File: src/rtl/hamming_enc_engine.sv
// Sequential Hamming(16,11) SECDED encoder: reads 11-bit messages as byte pairs,
// writes the 16-bit codewords back as byte pairs, four cycles per message.
module hamming_enc_engine #(
    parameter int NUM_MSG  = 15,
    parameter int SRC_BASE = 0,
    parameter int DST_BASE = 30,
    parameter int AW       = 8
) (
    input  logic          clk,
    input  logic          reset,
    output logic          done,
    output logic [AW-1:0] mem_addr,
    input  logic [7:0]    mem_rd_data,
    output logic          mem_wr_en,
    output logic [7:0]    mem_wr_data
);

    localparam int IW = (NUM_MSG > 1) ? $clog2(NUM_MSG) : 1;
    localparam logic [IW-1:0] LAST_IDX = IW'(NUM_MSG - 1);

    typedef enum logic [2:0] {RD_LO, RD_HI, WR_LO, WR_HI, DONE} state_t;

    state_t        state_q;
    logic [IW-1:0] idx_q;
    logic [10:0]   data_q;
    logic [10:0]   data_d;
    logic [15:0]   cw_d;
    logic [AW-1:0] addr_q;
    logic          wr_en_q;
    logic [7:0]    wr_data_q;
    logic          done_q;

    // d[k-1] holds message bit dk; returns {d11..d5, p8, d4..d2, p4, d1, p2, p1, p0}
    function automatic logic [15:0] encode(input logic [10:0] d);
        logic p8, p4, p2, p1, p0;
        p8 = ^d[10:4];
        p4 = ^{d[10:7], d[3:1]};
        p2 = d[10] ^ d[9] ^ d[6] ^ d[5] ^ d[3] ^ d[2] ^ d[0];
        p1 = d[10] ^ d[8] ^ d[6] ^ d[4] ^ d[3] ^ d[1] ^ d[0];
        p0 = ^{d, p8, p4, p2, p1};
        return {d[10:4], p8, d[3:1], p4, d[0], p2, p1, p0};
    endfunction

    function automatic logic [AW-1:0] byte_addr(input int base, input logic [IW-1:0] idx,
                                                input logic hi);
        return AW'(base + 2 * int'(idx) + int'(hi));
    endfunction

    // Next data register value; the low codeword byte needs d[11:9] in the same edge it is captured.
    always_comb begin
        data_d = data_q;
        case (state_q)
            RD_LO:   data_d[7:0]  = mem_rd_data;
            RD_HI:   data_d[10:8] = mem_rd_data[2:0];
            default: ;
        endcase
    end

    assign cw_d = encode(data_d);

    always_ff @(posedge clk) begin
        if (reset) begin
            state_q   <= RD_LO;
            idx_q     <= '0;
            data_q    <= '0;
            addr_q    <= AW'(SRC_BASE);
            wr_en_q   <= 1'b0;
            wr_data_q <= '0;
            done_q    <= 1'b0;
        end else begin
            case (state_q)
                RD_LO: begin
                    data_q  <= data_d;
                    addr_q  <= byte_addr(SRC_BASE, idx_q, 1'b1);
                    state_q <= RD_HI;
                end
                RD_HI: begin
                    data_q    <= data_d;
                    addr_q    <= byte_addr(DST_BASE, idx_q, 1'b0);
                    wr_en_q   <= 1'b1;
                    wr_data_q <= cw_d[7:0];
                    state_q   <= WR_LO;
                end
                WR_LO: begin
                    addr_q    <= byte_addr(DST_BASE, idx_q, 1'b1);
                    wr_data_q <= cw_d[15:8];
                    state_q   <= WR_HI;
                end
                WR_HI: begin
                    wr_en_q   <= 1'b0;
                    wr_data_q <= '0;
                    if (idx_q == LAST_IDX) begin
                        done_q  <= 1'b1;
                        state_q <= DONE;
                    end else begin
                        idx_q   <= idx_q + IW'(1);
                        addr_q  <= byte_addr(SRC_BASE, idx_q + IW'(1), 1'b0);
                        state_q <= RD_LO;
                    end
                end
                DONE: ;
                default: state_q <= RD_LO;
            endcase
        end
    end

    assign done        = done_q;
    assign mem_addr    = addr_q;
    assign mem_wr_en   = wr_en_q;
    assign mem_wr_data = wr_data_q;

endmodule

File: config.mk
export PLATFORM = sky130hd
export DESIGN_NAME = hamming_enc_engine
export DESIGN_NICKNAME = d
export VERILOG_FILES = /design/src/rtl/hamming_enc_engine.sv
export SDC_FILE = /design/constraint.sdc
export NUM_CORES = 1
export LEC_CHECK = 0
export CELL_PAD_IN_SITES_DETAIL_PLACEMENT = 1
export CELL_PAD_IN_SITES_GLOBAL_PLACEMENT = 1
export CORE_AREA = 2 2 77 64
export DETAILED_ROUTE_END_ITERATION = 6
export DIE_AREA = 0 0 79 66
export MAX_ROUTING_LAYER = met4
export PLACE_DENSITY = 0.82
export SYNTH_ARGS = -nofsm -noshare
export SYNTH_HDL_FRONTEND = slang
export SYNTH_SLANG_ARGS = --single-unit
File: constraint.sdc
create_clock -name clk -period 5.45 [get_ports clk]
set_input_delay 0.8175 -clock clk [delete_from_list [all_inputs] [get_ports clk]]
set_output_delay 0.8175 -clock clk [all_outputs]
set_load 0.01 [all_outputs]
==> metrics.md <==
| Metric | Value |
|---|---|
| Vias per cell | 4.91 |
| Pre-CTS WS | 2.65 ns |
| Crit path required time | 5.67 ns |
| Tmin final | 2.72 ns |
| Inst Count DP | 283 |
| Normalized max-slew margin | 48.1% |
| Ys Warns | 0 |
| Root buf cell | clkbuf_8 |
| CTS tree | built |
| Cells after synthesis | 211 |
| Postcts setup bufs | 0 |
| Antenna cells | 0 |
| CP Buf/Inv Count | 0 |
| DIE WIDTH | 79 µm |
| Final wirelength | 4220 µm |
| Power Density | 327 mW/mm² |
| Worst Path Max Fanout | 17 |
| Number of synthesized flops with an enable pin | 0 |
| Avg Inst Size Synth | 8.78 µm² |
| Clock buffer depth | 2 |
| Die height | 66 µm |
| Crit. End Element | register |
| Starting density of the core | 41.6% |
| First-pass GRT wire length | 7490 µm |
| Worst path depth | 6 |
| Gr ovfl total | 0 |
| Largest net degree at the start of global routing | 36 |
| Peak supply drop | 0.167 mV |
| Final ANT Viol Nets | 0 |
| Row Count | 22 |
| Commonest non-fill, non-tap cells in the layout | nor2_1 (37), dfxtp_1 (34), clkdlybuf4s50_1 (25) |
| Area grow syn2layout | 18.6% |
| Synth area leaders | dfxtp_1 (37%), xnor2_1 (9.0%), nor2_1 (7.5%) |
| Share of cells above drive strength 1 | 6.93% |
| Worst-case clock skew | 0.00538 ns |
| Nets | 243 |
| Drt initial violations | 66 |
| CP delay by family, top | flip-flops |
| Gpl congestion | 0.827 |
| Leak pwr | 0.865 nW |
| Combinational group share of total power | 31.8% |
| Final setup fails | 0 |
| Cts bufs inserted | 5 |
| CP max stage delay | 0.73 ns |
| Yosys cell types | 35 |
| Post-CTS sizing | 0 |
| Flop pwr share | 41.3% |
| Switching share of power | 30.1% |
| Via count | 1430 |
| DRT Pass-1 Iters | 4 |
| Crit path arrival time | 2.94 ns |
| Clk pwr share | 26.8% |
| Worst hold path stage count | 2 |
| Critical path cell sequence | nor3b_4, mux2i_2, xnor3_2, xnor2_1, o32a_1, o22ai_1 |
| P_int | 0.502 mW |
| Core Area | 0.00446 mm² |
| Final Cycle Share | 50.0% |
| Final Util | 49.3% |
| Sequential area share after synthesis | 36.7% |
| Synth Register Bits | 34 |
| Worst Tran Pin Value | 0.776 ns |
| Worst-Skew Late Latency | 0.29 ns |
| Hpwl dp | 3100 µm |
| Drc violations | 0 |
| Commonest non-fill, non-tap cell in the layout | nor2_1 |
| WL per Instance | 14.5 µm |
| Ys flop type | dfxtp_1 |
| Ports | 28 |
| Crit path kind | register to register |
| HP Class | register to register |
| Area share of the largest cell type after synthesis | 36.7% |
| Initial antenna violation count | 0 |
| Yosys top cell by area | dfxtp_1 |
| Setup TNS Final | 0 ns |
| Fmax | 0.367 GHz |
| CTS sink count | 34 |
| P_sw | 0.216 mW |
| Number of global-route vias before repair | 1529 |
| Hold-fix buffers at CTS | 0 |
| CP max-delay cell | dfxtp_1 |
| Clock-pin slew on the worst setup and hold paths | 0.07 ns |
| # Max-Cap Violations | 0 |
| Final hold violation count | 0 |
| RSZ-0062 raised after global routing | no |
| Layout Cells excl Fill | 291 |
| Async SR Flop Fraction | 0% |
| Element type at the critical path start | register |
| Post-Syn Area | 0.00185 mm² |
| Slew Viols, Final | 0 |
| Reg2reg path depth | 6 |
| Tot GR Track Use | 19.3% |
| Final setup margin | 2.73 ns |
| H-tree Lvls | 2 |
| Die area | 0.00521 mm² |
| Status | finished, final reports clean |
| Port bufs | 25 |
[registers in the layout, summed over array words and instances (netlist names)]
name,flops
data_q,11
mem_wr_data,8
mem_addr,6
idx_q,4
state_q,3
done,1
mem_wr_en,1
[layout make-up]
class / count / area (µm²)
Tap cell: 60 / 75.1
Clock inverter: 1 / 5.00
Clock buffer: 7 / 86.3
Fill cell: 539 / 2260
Multi-Input combinational cell: 153 / 1050
Inverter: 9 / 33.8
Timing Repair Buffer: 27 / 265
Sequential cell: 34 / 681
[worst register-to-register path, stage by stage (launching register included)]
cell and delay (ns):
dfxtp_1 0.73, nor3b_4 0.48, mux2i_2 0.40, xnor3_2 0.46
xnor2_1 0.15, o32a_1 0.29, o22ai_1 0.14
[logic make-up (layout without fill, tap and decap cells)]
group           after synthesis  count (layout)  synth area share (%)
compound gates               40              40                  12.6
xor+xnor                     28              28                  16.7
fa+ha+maj                     3               3                  2.03
buf+inv                      25              44                  6.75
flops                        34              34                  36.7
mux                          15              15                  8.44
other cells                   1               2                 0.202
simple gates                 65              65                  16.6
[power by group through the flow]
stage          clock network, mW  logic (mW)  registers [mW]
2_1_floorplan                  0       0.167           0.298
3_3_place_gp                   0       0.224           0.302
3_5_place_dp                   0       0.228           0.302
4_1_cts                    0.199       0.230           0.297
5_1_grt                    0.215       0.253           0.301
6_report                   0.193       0.229           0.297
[synthesized netlist by cell type, types with 2 or more instances]
cell type,n
ha_1,3
inv_1,9
o21a_1,3
buf_4,2
xnor3_1,3
xor2_1,4
nand2_1,7
clkbuf_1,10
dfxtp_1,34
nor3_1,8
nor2_1,37
xnor2_1,19
a21oi_1,19
a211oi_1,2
nand2b_1,7
mux2_2,2
o21ai_0,10
mux2i_1,12
buf_6,3
nand3_1,2
[per-layer routing]
metal / track usage, % / share of wire [%]
met2: 28.1 / 44
met1: 26.2 / 53
met5: - / 0
met4: 7.11 / 1.0
met3: 4.51 / 2.6
[per-stage QoR]
step / hold slack [ns] / area (µm²) / total power [mW]
finish: 0.471 / 2200 / 0.718
global route: 0.507 / 2200 / 0.769
CTS: 0.475 / 2200 / 0.727
detailed placement: 0.464 / 2110 / 0.531
global placement: 0.457 / 2110 / 0.526
floorplan: 0.474 / 1860 / 0.466
[final timing paths]
kind | from | to | slack, ns
max | state_q[0]$_SDFFE_PP0P_ | mem_wr_data[0]$_SDFFE_PP0P_ | 2.73
min | mem_addr[0]$_SDFFE_PP0P_ | mem_addr[0]$_SDFFE_PP0P_ | 0.47
max reg2reg | state_q[0]$_SDFFE_PP0P_ | mem_wr_data[0]$_SDFFE_PP0P_ | 2.73
min reg2reg | mem_addr[0]$_SDFFE_PP0P_ | mem_addr[0]$_SDFFE_PP0P_ | 0.47
Note: power is estimated with default switching activity, not from simulation.
